<file path="src/rtl/conv2_pkg.sv">
// Shared constants, data types and FSM encoding for the conv2 dual-kernel MAC stage.
package conv2_pkg;

  localparam int DATA_W  = 8;
  localparam int ACC_W   = 24;
  localparam int TAPS    = 25;
  localparam int GRP_OFF = 75;

  typedef logic signed [DATA_W-1:0] weight_t;
  typedef logic signed [DATA_W-1:0] pixel_t;
  typedef logic signed [ACC_W-1:0]  acc_t;

  typedef enum logic [1:0] {
    IDLE  = 2'd0,
    ISSUE = 2'd1,
    DRAIN = 2'd2,
    HOLD  = 2'd3
  } state_t;

  // Kernel select 3 folds onto kernel 2, so group A never reaches past word 74.
  function automatic logic [7:0] kernel_base(input logic [1:0] ksel);
    case (ksel)
      2'd0:    kernel_base = 8'd0;
      2'd1:    kernel_base = 8'(TAPS);
      default: kernel_base = 8'(2 * TAPS);
    endcase
  endfunction

endpackage

</file>
<file path="src/rtl/conv2_mac_lane.sv">
// One signed multiply-accumulate lane; o_sum is the running total including this cycle's product.
module conv2_mac_lane
  import conv2_pkg::*;
(
  input  logic    clk,
  input  logic    rst_n,
  input  logic    i_clear,
  input  logic    i_en,
  input  weight_t i_w,
  input  pixel_t  i_px,
  output acc_t    o_sum
);

  acc_t                      r_acc;
  logic signed [2*DATA_W-1:0] w_prod;
  acc_t                      w_prod_ext;

  always_comb begin
    w_prod     = i_w * i_px;
    w_prod_ext = {{(ACC_W - 2*DATA_W){w_prod[2*DATA_W-1]}}, w_prod};
    o_sum      = i_en ? (r_acc + w_prod_ext) : r_acc;
  end

  always_ff @(posedge clk or negedge rst_n) begin
    if (!rst_n) begin
      r_acc <= '0;
    end else if (i_clear) begin
      r_acc <= '0;
    end else if (i_en) begin
      r_acc <= o_sum;
    end
  end

endmodule

</file>
<file path="src/rtl/conv2_dual_mac.sv">
// Conv2 dual-kernel MAC stage: tap/address generator, two MAC lanes and a valid/ready output.
// Build option: define CONV2_RELU_EN to clamp negative sums to zero at the output load.
module conv2_dual_mac
  import conv2_pkg::*;
(
  input  logic       clk,
  input  logic       reset_n,
  input  logic       enable,
  input  logic       start,
  input  logic [1:0] kernel_sel,
  output logic [7:0] w_addr0,
  output logic [7:0] w_addr1,
  output logic [4:0] tap_idx,
  input  weight_t    w0_q,
  input  weight_t    w1_q,
  input  pixel_t     px_q,
  output logic       busy,
  output logic       out_valid,
  input  logic       out_ready,
  output acc_t       sum0,
  output acc_t       sum1
);

  state_t     r_state, w_state_next;
  logic [4:0] r_tap;
  logic [7:0] r_base;
  logic       r_rd_vld;
  acc_t       r_sum0, r_sum1;
  acc_t       w_acc0, w_acc1, w_out0, w_out1;
  logic       w_issue, w_clear, w_load, w_last_tap;

  assign w_last_tap = (r_tap == 5'(TAPS - 1));

  always_ff @(posedge clk or negedge reset_n) begin
    if (!reset_n) r_state <= IDLE;
    else          r_state <= w_state_next;
  end

  always_comb begin
    w_state_next = r_state;
    case (r_state)
      IDLE:    if (start)                  w_state_next = ISSUE;
      ISSUE:   if (enable && w_last_tap)   w_state_next = DRAIN;
      DRAIN:   if (r_rd_vld)               w_state_next = HOLD;
      HOLD:    if (out_ready)              w_state_next = IDLE;
      default:                             w_state_next = IDLE;
    endcase
  end

  always_comb begin
    busy      = (r_state != IDLE);
    out_valid = (r_state == HOLD);
    w_issue   = (r_state == ISSUE) && enable;
    w_clear   = (r_state == IDLE) && start;
    w_load    = (r_state == DRAIN) && r_rd_vld;
  end

  // The last tap is not incremented past, so the address rests on tap 24 until the next start.
  always_ff @(posedge clk or negedge reset_n) begin
    if (!reset_n) begin
      r_tap    <= '0;
      r_base   <= '0;
      r_rd_vld <= 1'b0;
      r_sum0   <= '0;
      r_sum1   <= '0;
    end else begin
      r_rd_vld <= w_issue;
      if (w_clear) begin
        r_tap  <= '0;
        r_base <= kernel_base(kernel_sel);
      end else if (w_issue && !w_last_tap) begin
        r_tap <= r_tap + 5'd1;
      end
      if (w_load) begin
        r_sum0 <= w_out0;
        r_sum1 <= w_out1;
      end
    end
  end

  always_comb begin
    w_out0 = w_acc0;
    w_out1 = w_acc1;
`ifdef CONV2_RELU_EN
    if (w_acc0 < 0) w_out0 = '0;
    if (w_acc1 < 0) w_out1 = '0;
`endif
  end

  assign w_addr0 = r_base + {3'b000, r_tap};
  assign w_addr1 = w_addr0 + 8'(GRP_OFF);
  assign tap_idx = r_tap;
  assign sum0    = r_sum0;
  assign sum1    = r_sum1;

  conv2_mac_lane u_lane_a (
    .clk     (clk),
    .rst_n   (reset_n),
    .i_clear (w_clear),
    .i_en    (r_rd_vld),
    .i_w     (w0_q),
    .i_px    (px_q),
    .o_sum   (w_acc0)
  );

  conv2_mac_lane u_lane_b (
    .clk     (clk),
    .rst_n   (reset_n),
    .i_clear (w_clear),
    .i_en    (r_rd_vld),
    .i_w     (w1_q),
    .i_px    (px_q),
    .o_sum   (w_acc1)
  );

endmodule
</file>
<file path="config.mk">
export PLATFORM = sky130hd
export DESIGN_NAME = conv2_dual_mac
export DESIGN_NICKNAME = d
export VERILOG_FILES = /design/src/rtl/conv2_pkg.sv /design/src/rtl/conv2_mac_lane.sv /design/src/rtl/conv2_dual_mac.sv
export SDC_FILE = /design/constraint.sdc
export NUM_CORES = 1
export LEC_CHECK = 0
export BUFFER_PORTS_ARGS = -buffer_cell sky130_fd_sc_hd__buf_4
export CAP_MARGIN = 20
export CORE_MARGIN = 3
export CORE_UTILIZATION = 50
export CTS_CLUSTER_SIZE = 10
export DETAILED_ROUTE_END_ITERATION = 8
export HOLD_SLACK_MARGIN = 0.02
export MAX_ROUTING_LAYER = met4
export PLACE_DENSITY = 0.68
export SYNTH_ARGS = -nofsm -noshare
export SYNTH_HDL_FRONTEND = slang
export SYNTH_SLANG_ARGS = --single-unit
</file>
<file path="constraint.sdc">
create_clock -name clk -period 6.5 [get_ports clk]
set_clock_uncertainty 0.2 [all_clocks]
set_input_delay 0.975 -clock clk [delete_from_list [all_inputs] [get_ports clk]]
set_output_delay 0.975 -clock clk [all_outputs]
set_load 0.01 [all_outputs]
</file>
==> flow_summary.json, run 1 <==
{
  "status": "completed",
  "endpoint_kind": "flip-flop",
  "diodes": 0,
  "busiest_layer": "met2",
  "cp.required_ps": 6560,
  "grt_antenna_before_repair": 0,
  "cts.sinks": 107,
  "drt-total-wl_um": 28800,
  "cts_buffers": 9,
  "rr_endpoint": "u_lane_a.r_acc[21]",
  "cp_slowest_cell": "and2_1",
  "final_nets": 1724,
  "ff2ff_path_depth": 17,
  "worst_hold_path_type": "reg -> reg",
  "worstPathMaxFanout": 11,
  "crit_chain": "buf_4 -> and2_1 -> buf_4 -> fa_1 -> fa_1 -> fa_1 -> fa_1 -> ha_1 -> ha_1 -> a21oi_1 -> o21ai_1 -> nor4b_2 -> nor2_2 -> mux2i_1 -> a311o_1",
  "syn_nets": 1629,
  "synthCells": 1269,
  "htreeDepth": 3,
  "period_share_pct": 90.9,
  "synth.top_cell.area_share_pct": 32.1,
  "synth_area_mm2": 0.0130,
  "yosys.area.top_type": "fa_1",
  "root_buffer": "clkbuf_16",
  "ctsResizeCount": 0,
  "cpLargestDelayFamily": "adder cells",
  "coreArea_mm2": 0.0254,
  "area_growth_pct": 11.4,
  "fillers": 2236,
  "maxSlewHeadroom_pct": 38.2,
  "vias_per_cell": 5.32,
  "ys_seq_elements": 107,
  "gp_congestion": 0.879,
  "dr_total_vias": 9042,
  "drt_iter0_drc": 471,
  "ys.flop_type": "dfrtp_1",
  "hold_viol_final": 0,
  "grt_util_met2_pct": 37.5,
  "rr_startpoint": "u_lane_a.r_acc[6]",
  "fin_setup_tns_ps": 0,
  "grt_setup_unrepaired": "false",
  "max_stage_delay_ps": 610,
  "grt_pass1_wl_um": 49900,
  "fin_crit_ps": 5910,
  "drv_cap": 0,
  "register_area_mm2": 0.00268,
  "crit_arrival_ps": 5960,
  "cp.depth": 15,
  "path_class": "in -> reg",
  "crit_path_frequent_cell": "fa_1",
  "r2r_slack_ps": 1370,
  "ys_warn_count": 0,
  "fmax_ghz": 0.169,
  "num_rows": 58,
  "first_pass_iters": 5,
  "die_y_um": 167,
  "multi_input_area_mm2": 0.00940,
  "cts_hold_buffers": 0,
  "ys_top_cells_by_area": "fa_1 (32%), dfrtp_1 (21%), ha_1 (12%)",
  "io_buffers": 100,
  "async_flop_share_pct": 100,
  "cts_tree": "done",
  "post-dp-hpwl_um": 22900,
  "final_area_mm2": 0.0145,
  "synth-edff-count": 0,
  "clk_pin_slew_ps": 80,
  "dieArea_mm2": 0.0280,
  "critical_path.startpoint": "px_q[1]",
  "use_met3_pct": 3.78,
  "clock_latency_ps": 370,
  "drtAntennaViolNets": 0,
  "worst_slew_pin_slew_ps": 925,
  "globalRouteOverflowTotal": 0,
  "ys_types": 73,
  "floorplan.initialDensity_pct": 51.2,
  "startpoint_type": "input pin",
  "io_pins": 102,
  "finalSetupViolCount": 0,
  "avgSynthCellArea_um2": 10.3,
  "post-cts-setup-buffer-count": 0,
  "die_w_um": 167,
  "yosysSeqAreaShare_pct": 20.6,
  "drive_above_1_share_pct": 13.4,
  "drc": 0,
  "wl_per_cell_um": 17.0,
  "grt_max_degree": 63,
  "grt_util_met1_pct": 29.6,
  "grt_usage_pct": 22.6,
  "clockBufferDepth": 2,
  "cp.buffers_inverters": 2,
  "maxSlewViolCount": 0,
  "grt_pass1_vias": 10000,
  "worstSetupEndpoint": "u_lane_a.r_acc[22]",
  "placed_cell_area_mm2": 0.0142
}
[flip-flops by register name (all words and copies together) (netlist names)]
name and count:
sum0 24, r_state 2, u_lane_a.r_acc 24, r_rd_vld 1, u_lane_b.r_acc 24, tap_idx 5, r_base 3, sum1 24
[worst min path at each step]
| stage | depth (start not counted) | startpoint | end |
|---|---|---|---|
| floorplan | 2 | r_base[4] | r_base[4] |
| global placement | 2 | sum1[11] | sum1[11] |
| detailed placement | 2 | sum1[11] | sum1[11] |
| CTS | 2 | sum1[11] | sum1[11] |
| global route | 2 | sum1[11] | sum1[11] |
| finish | 2 | sum1[11] | sum1[11] |
[layer usage]
metal | wire (µm) | vias up
met3 | 1320 | 37
met5 | 0 | -
li1 | - | 4245
met1 | 12700 | 4552
met4 | 544 | 0
met2 | 14200 | 208
[layout by cell type, fill, tap and decap left out, drive strengths merged, types with 10 or more instances in the layout]
cell / n
and2: 69
dfrtp: 107
nand2: 106
a21oi: 36
nor3: 10
buf: 120
mux2: 23
ha: 120
a211oi: 11
nor2: 69
o21ai: 57
xor2: 15
inv: 212
xnor2: 43
mux2i: 33
nand3: 10
fa: 209
[worst min-delay path, delay by kind of cell (launching register included)]
family,cells,cell delay [ps]
and+or+nand+nor,1,50
DFF,1,350
AOI/OAI and AO/OA,1,50
[layout make-up]
cell class	instances	area share, %
Multi-Input combinational cell	915	64.8
Sequential cell	107	18.5
Timing Repair Buffer	120	6.30
Inverter	211	5.46
Tap cell	330	2.85
Clock buffer	9	1.55
Clock inverter	7	0.570
[cell families after synthesis]
group / after synthesis / share of synthesized area [%]
and+or+nand+nor: 307 / 11.8
buffers and inverters: 247 / 7.28
muxes: 56 / 4.53
AOI/OAI and AO/OA: 164 / 8.21
DFF: 107 / 20.6
other: 1 / 0.0288
adders and majority gates: 329 / 43.7
xor gates and xnor gates: 58 / 3.90
[per-stage QoR]
step | util [%] | hold slack, ps | cells | setup WS (ps)
final | 57.1 | 290 | 1699 | 593
after global routing | 57.1 | 313 | 1699 | 348
after CTS | 57.1 | 294 | 1699 | 627
after detailed placement | 55.9 | 276 | 1683 | 250
after global placement | 55.9 | 270 | 1683 | 335
after floorplan | - | 254 | 1269 | 354
[cell usage after synthesis, types with 28 or more instances]
master    count
nand2_1     105
a21oi_1      35
fa_1        209
nor2_1       67
mux2i_1      33
inv_1       210
ha_1        120
dfrtp_1     107
o21ai_1      28
clkbuf_1     28
and2_1       68
xnor2_1      43
Power of run 1 is not shown: default switching activity piles up to over one toggle a cycle in this logic, so the estimate is an artifact.
==> run 2: changes to the inputs <==
Settings changed: PLACE_DENSITY 0.68 to 0.71, RECOVER_POWER from default to 25.
==> run 2 against run 1 <==
Against the previous run:
- the run now ends with capacitance limit, slew limit left
- global-route usage decreased by 0.79 points
- critical path depth increased by 1
- via count decreased by 0.15%
==> flow_summary.json, run 2 (synthesis results as in run 1) <==
{
  "globalRouteOverflowTotal": 0,
  "gp_congestion": 0.911,
  "first_pass_iters": 4,
  "status": "complete, but fails checks",
  "drt-total-wl_um": 28300,
  "critical_path.startpoint": "px_q[2]",
  "dr_total_vias": 9028,
  "post-dp-hpwl_um": 22300,
  "grt_setup_unrepaired": "false",
  "ff2ff_path_depth": 18,
  "drtAntennaViolNets": 0,
  "fillers": 2241,
  "endpoint_kind": "flip-flop",
  "grt_max_degree": 66,
  "grt_usage_pct": 21.9,
  "drt_iter0_drc": 435,
  "final_nets": 1717,
  "root_buffer": "clkbuf_16",
  "path_class": "in -> reg",
  "layout_common_cells": "inv_1 (210), fa_1 (209), ha_1 (120), dfrtp_1 (106), nand2_1 (104)",
  "coreArea_mm2": 0.0254,
  "startpoint_type": "input pin",
  "num_rows": 58,
  "multi_input_area_mm2": 0.00939,
  "htreeDepth": 3,
  "max_stage_delay_ps": 750,
  "worst_hold_path_type": "reg -> reg",
  "cts_hold_buffers": 0,
  "die_w_um": 167,
  "rr_startpoint": "u_lane_b.r_acc[4]",
  "die_y_um": 167,
  "fin_crit_ps": 5920,
  "io_buffers": 100,
  "drc": 0,
  "cpLargestDelayFamily": "adder cells",
  "period_share_pct": 91.1,
  "layout_commonest_cell": "inv_1",
  "cp_slowest_cell": "fa_1",
  "wl_per_cell_um": 16.7,
  "floorplan.initialDensity_pct": 51.2,
  "violations": "capacitance limit, slew limit",
  "register_area_mm2": 0.00268,
  "cts_buffers": 9,
  "ctsResizeCount": 0,
  "hold_viol_final": 0,
  "fin_setup_tns_ps": 0,
  "vias_per_cell": 5.33,
  "fmax_ghz": 0.169,
  "grt_pass1_wl_um": 48500,
  "worst_slew_pin_slew_ps": 2510,
  "io_pins": 102,
  "worstPathMaxFanout": 16,
  "post-cts-setup-buffer-count": 0,
  "final_area_mm2": 0.0143,
  "crit_path_frequent_cell": "fa_1",
  "grt_antenna_before_repair": 1,
  "finalSetupViolCount": 0,
  "min_from": "sum0[10]",
  "clock_latency_ps": 360,
  "holdPathStages": 2,
  "clockBufferDepth": 2,
  "dieArea_mm2": 0.0280,
  "cp.buffers_inverters": 2,
  "drv_cap": 2,
  "maxSlewHeadroom_pct": -67.3,
  "r2r_slack_ps": 1240,
  "fin_hold_ws_ps": 284,
  "maxSlewViolCount": 85,
  "placed_cell_area_mm2": 0.0141,
  "grt_pass1_vias": 9590,
  "cts_tree": "done",
  "drive_above_1_share_pct": 11.0,
  "cp.required_ps": 6520,
  "crit_chain": "buf_4 -> nand2_1 -> fa_1 -> fa_1 -> inv_1 -> fa_1 -> fa_1 -> ha_1 -> ha_1 -> and4_4 -> nand3_2 -> a311o_1 -> a41oi_1 -> a21oi_1 -> xnor2_1 -> o21ai_1",
  "area_growth_pct": 9.96,
  "cp.depth": 16,
  "cts.sinks": 107,
  "crit_arrival_ps": 5940,
  "clk_pin_slew_ps": 80
}
==> run 2: changes by cell type in the layout (fill, tap and decap cells not counted), moves of 2 or more <==
cell        change
clkinv_8        -3
clkbuf_1       +26
buf_4          -31
and2_0          +2
clkinvlp_4      +2
==> run 2: worst min-delay path, stage by stage (launching register included) <==
cell	delay [ps]
dfrtp_1	340
nand2_1	50
o31ai_1	50
==> run 2: worst paths after layout <==
check,endpoint
hold / removal,sum0[10]
max in group asynchronous,r_rd_vld
setup reg to reg,u_lane_b.r_acc[16]
min in group asynchronous,sum1[4]
hold reg to reg,sum0[10]
setup / recovery,sum1[23]
==> run 2: layout make-up <==
type / instances / area share (%)
Antenna cell: 1 / 0.0175
Timing Repair Buffer: 113 / 5.27
Multi-Input combinational cell: 915 / 65.6
Clock buffer: 10 / 1.60
Inverter: 211 / 5.53
Sequential cell: 107 / 18.7
Tap cell: 330 / 2.88
Clock inverter: 6 / 0.341
==> run 2: per-stage QoR <==
step	setup slack, ps	utilization [%]	instances
5_1_grt	313	56.3	1693
6_report	580	56.3	1693
4_1_cts	616	56.7	1692
3_3_place_gp	332	55.6	1676
2_1_floorplan	354	-	1269
3_5_place_dp	229	55.6	1676
==> run 2: per-layer routing <==
layer / GRT usage, % / routed length, µm / share of wire (%)
met2: 36.2 / 14000 / 50
met3: 3.61 / 1460 / 5.2
met1: 29.3 / 12500 / 44
met4: 3.59 / 323 / 1.1
met5: - / 0 / 0
Power of run 2 is left out for the same reason.
==> run 3: changes to the inputs <==
Settings changed: ABC_AREA from default to 1, BUFFER_PORTS_ARGS -buffer_cell sky130_fd_sc_hd__buf_4 to default, DONT_BUFFER_PORTS from default to 1, PLACE_DENSITY 0.71 to 0.68.
==> run 3 against run 2 <==
Against the previous run:
- the run now ends clean
- cell area up 2.8%
- cell count up 25%
- critical path depth up 8
- register-to-register slack better by 350 ps
- global-route usage up 2.9 points
- worst setup slack better by 370 ps
- highest routed layer unchanged
==> flow_summary.json, run 3 <==
{
  "htreeDepth": 3,
  "use_met3_pct": 4.06,
  "crit_chain": "nand2_1 -> inv_1 -> buf_4 -> fa_1 -> inv_1 -> fa_1 -> inv_1 -> fa_1 -> inv_1 -> fa_1 -> inv_1 -> ha_1 -> ha_1 -> inv_1 -> nor3_1 -> nand2_1 -> nor2_1 -> nand2_1 -> inv_1 -> nor2_1 -> nand2_1 -> nand3_1 -> nand2_1 -> inv_1",
  "layout_commonest_cell": "inv_1",
  "synthCells": 1769,
  "clock_latency_ps": 370,
  "startpoint_type": "input pin",
  "maxSlewHeadroom_pct": 39.0,
  "gp_congestion": 0.937,
  "cp.required_ps": 6570,
  "floorplan.initialDensity_pct": 51.6,
  "worst_slew_pin_slew_ps": 914,
  "synth_most_common_cell": "inv_1",
  "busiest_layer": "met2",
  "crit_path_frequent_cell": "inv_1",
  "clk_pin_slew_ps": 90,
  "ys.flop_type": "dfrtp_1",
  "ys_types": 39,
  "crit_arrival_ps": 5620,
  "diodes": 0,
  "root_buffer": "clkbuf_16",
  "area_growth_pct": 4.26,
  "num_rows": 60,
  "fmax_ghz": 0.180,
  "status": "completed",
  "globalRouteOverflowTotal": 0,
  "die_w_um": 174,
  "ff2ff_path_depth": 21,
  "grt_max_degree": 108,
  "cts_buffers": 9,
  "endpoint_kind": "flip-flop",
  "drt_iter0_drc": 686,
  "ys_top_cells_by_area": "fa_1 (30%), dfrtp_1 (19%), inv_1 (12%)",
  "first_pass_iters": 5,
  "wl_per_cell_um": 16.2,
  "drc": 0,
  "grt_usage_pct": 24.8,
  "die_y_um": 174,
  "synth_common_cells": "inv_1 (438), nand2_1 (404), fa_1 (209), ha_1 (120), dfrtp_1 (107)",
  "fin_setup_tns_ps": 0,
  "coreArea_mm2": 0.0273,
  "grt_setup_unrepaired": "false",
  "clockBufferDepth": 2,
  "rr_endpoint": "sum1[20]",
  "ys_seq_elements": 107,
  "final_nets": 2092,
  "grt_util_met1_pct": 32.6,
  "post-dp-hpwl_um": 27500,
  "hold_viol_final": 0,
  "rr_startpoint": "u_lane_b.r_acc[4]",
  "post-cts-setup-buffer-count": 0,
  "dieArea_mm2": 0.0303,
  "drt-total-wl_um": 34300,
  "period_share_pct": 85.3,
  "drv_cap": 0,
  "io_pins": 102,
  "grt_pass1_wl_um": 58600,
  "cts_tree": "done",
  "finalSetupViolCount": 0,
  "ctsResizeCount": 0,
  "yosys.area.top_type": "fa_1",
  "grt_antenna_before_repair": 0,
  "cts.sinks": 107,
  "vias_per_cell": 5.09,
  "dr_total_vias": 10700,
  "r2r_slack_ps": 1590,
  "max_stage_delay_ps": 520,
  "avgSynthCellArea_um2": 7.97,
  "worst_hold_path_type": "in -> async",
  "synth.top_cell.area_share_pct": 29.7,
  "drtAntennaViolNets": 0,
  "synth-edff-count": 0,
  "path_class": "in -> reg",
  "grt_pass1_vias": 11400,
  "drive_above_1_share_pct": 3.86,
  "synth_area_mm2": 0.0141,
  "maxSlewViolCount": 0,
  "async_flop_share_pct": 100,
  "io_buffers": 0,
  "cp_slowest_cell": "fa_1",
  "ys_warn_count": 0,
  "fin_crit_ps": 5550,
  "layout_common_cells": "inv_1 (438), nand2_1 (404), fa_1 (209), ha_1 (120), dfrtp_1 (106)",
  "final_core_util_pct": 53.8,
  "yosysSeqAreaShare_pct": 19.0,
  "worstPathMaxFanout": 14,
  "grt_util_met2_pct": 39.8,
  "syn_nets": 2129,
  "cts_hold_buffers": 0
}
==> run 3: cell types whose count changed in the layout (fill, tap and decap cells not counted), sizes merged, moves of 18 or more <==
cell,before,now
a21oi,36,54
xnor2,43,12
nor2,69,107
or2,0,23
inv,212,444
and2,69,0
mux2i,33,0
nand2,106,408
buf,88,9
nand3,10,102
clkbuf,35,9
mux2,23,0
==> run 3: cell families after synthesis <==
group / count (synthesis) / share of synthesized area, %
buffers and inverters: 498 / 13.4
and+or+nand+nor: 661 / 19.5
DFF: 107 / 19.0
xor gates and xnor gates: 31 / 2.16
adders and majority gates: 329 / 40.3
AOI/OAI and AO/OA: 142 / 5.69
other: 1 / 0.0266
==> run 3: cell type report <==
| class | instances | area [µm²] |
|---|---|---|
| clock buffer | 9 | 225 |
| clock inverter | 7 | 71.3 |
| fill | 2625 | 12600 |
| inverter | 441 | 1660 |
| multi-input combinational | 1164 | 9540 |
| sequential | 107 | 2680 |
| tap | 372 | 465 |
| timing repair buffer | 9 | 67.6 |
==> run 3: worst max-delay path, delay by kind of cell <==
family,cells,cell delay (ps)
simple gates,9,880
fa+ha+maj,6,2660
buf+inv,9,1090
==> run 3: per-stage QoR <==
stage / hold WS, ps / setup WS [ps] / cells / area (µm²)
after floorplan: 257 / 680 / 1769 / 14100
after global placement: 278 / 554 / 2093 / 14400
after detailed placement: 310 / 537 / 2093 / 14400
after CTS: 77.4 / 941 / 2109 / 14700
after global routing: 71.9 / 542 / 2109 / 14700
final: 92.2 / 954 / 2109 / 14700
==> run 3: per-layer routing <==
metal | routed length, µm | part of all wire [%]
met2 | 15900 | 46
met1 | 15400 | 45
met4 | 912 | 2.7
met5 | 0 | 0
met3 | 2110 | 6.1
==> run 3: worst max-delay path by stage <==
stage	endpoint	slack, ps	cells past startpoint	from
2_1_floorplan	u_lane_b.r_acc[23]	680	23	px_q[2]
3_3_place_gp	sum0[20]	550	17	w0_q[7]
3_5_place_dp	u_lane_b.r_acc[23]	540	24	w1_q[7]
4_1_cts	u_lane_b.r_acc[23]	940	24	w1_q[7]
5_1_grt	u_lane_a.r_acc[19]	540	20	w0_q[7]
6_report	sum1[23]	950	24	w1_q[7]
Power of run 3 is left out for the same reason.
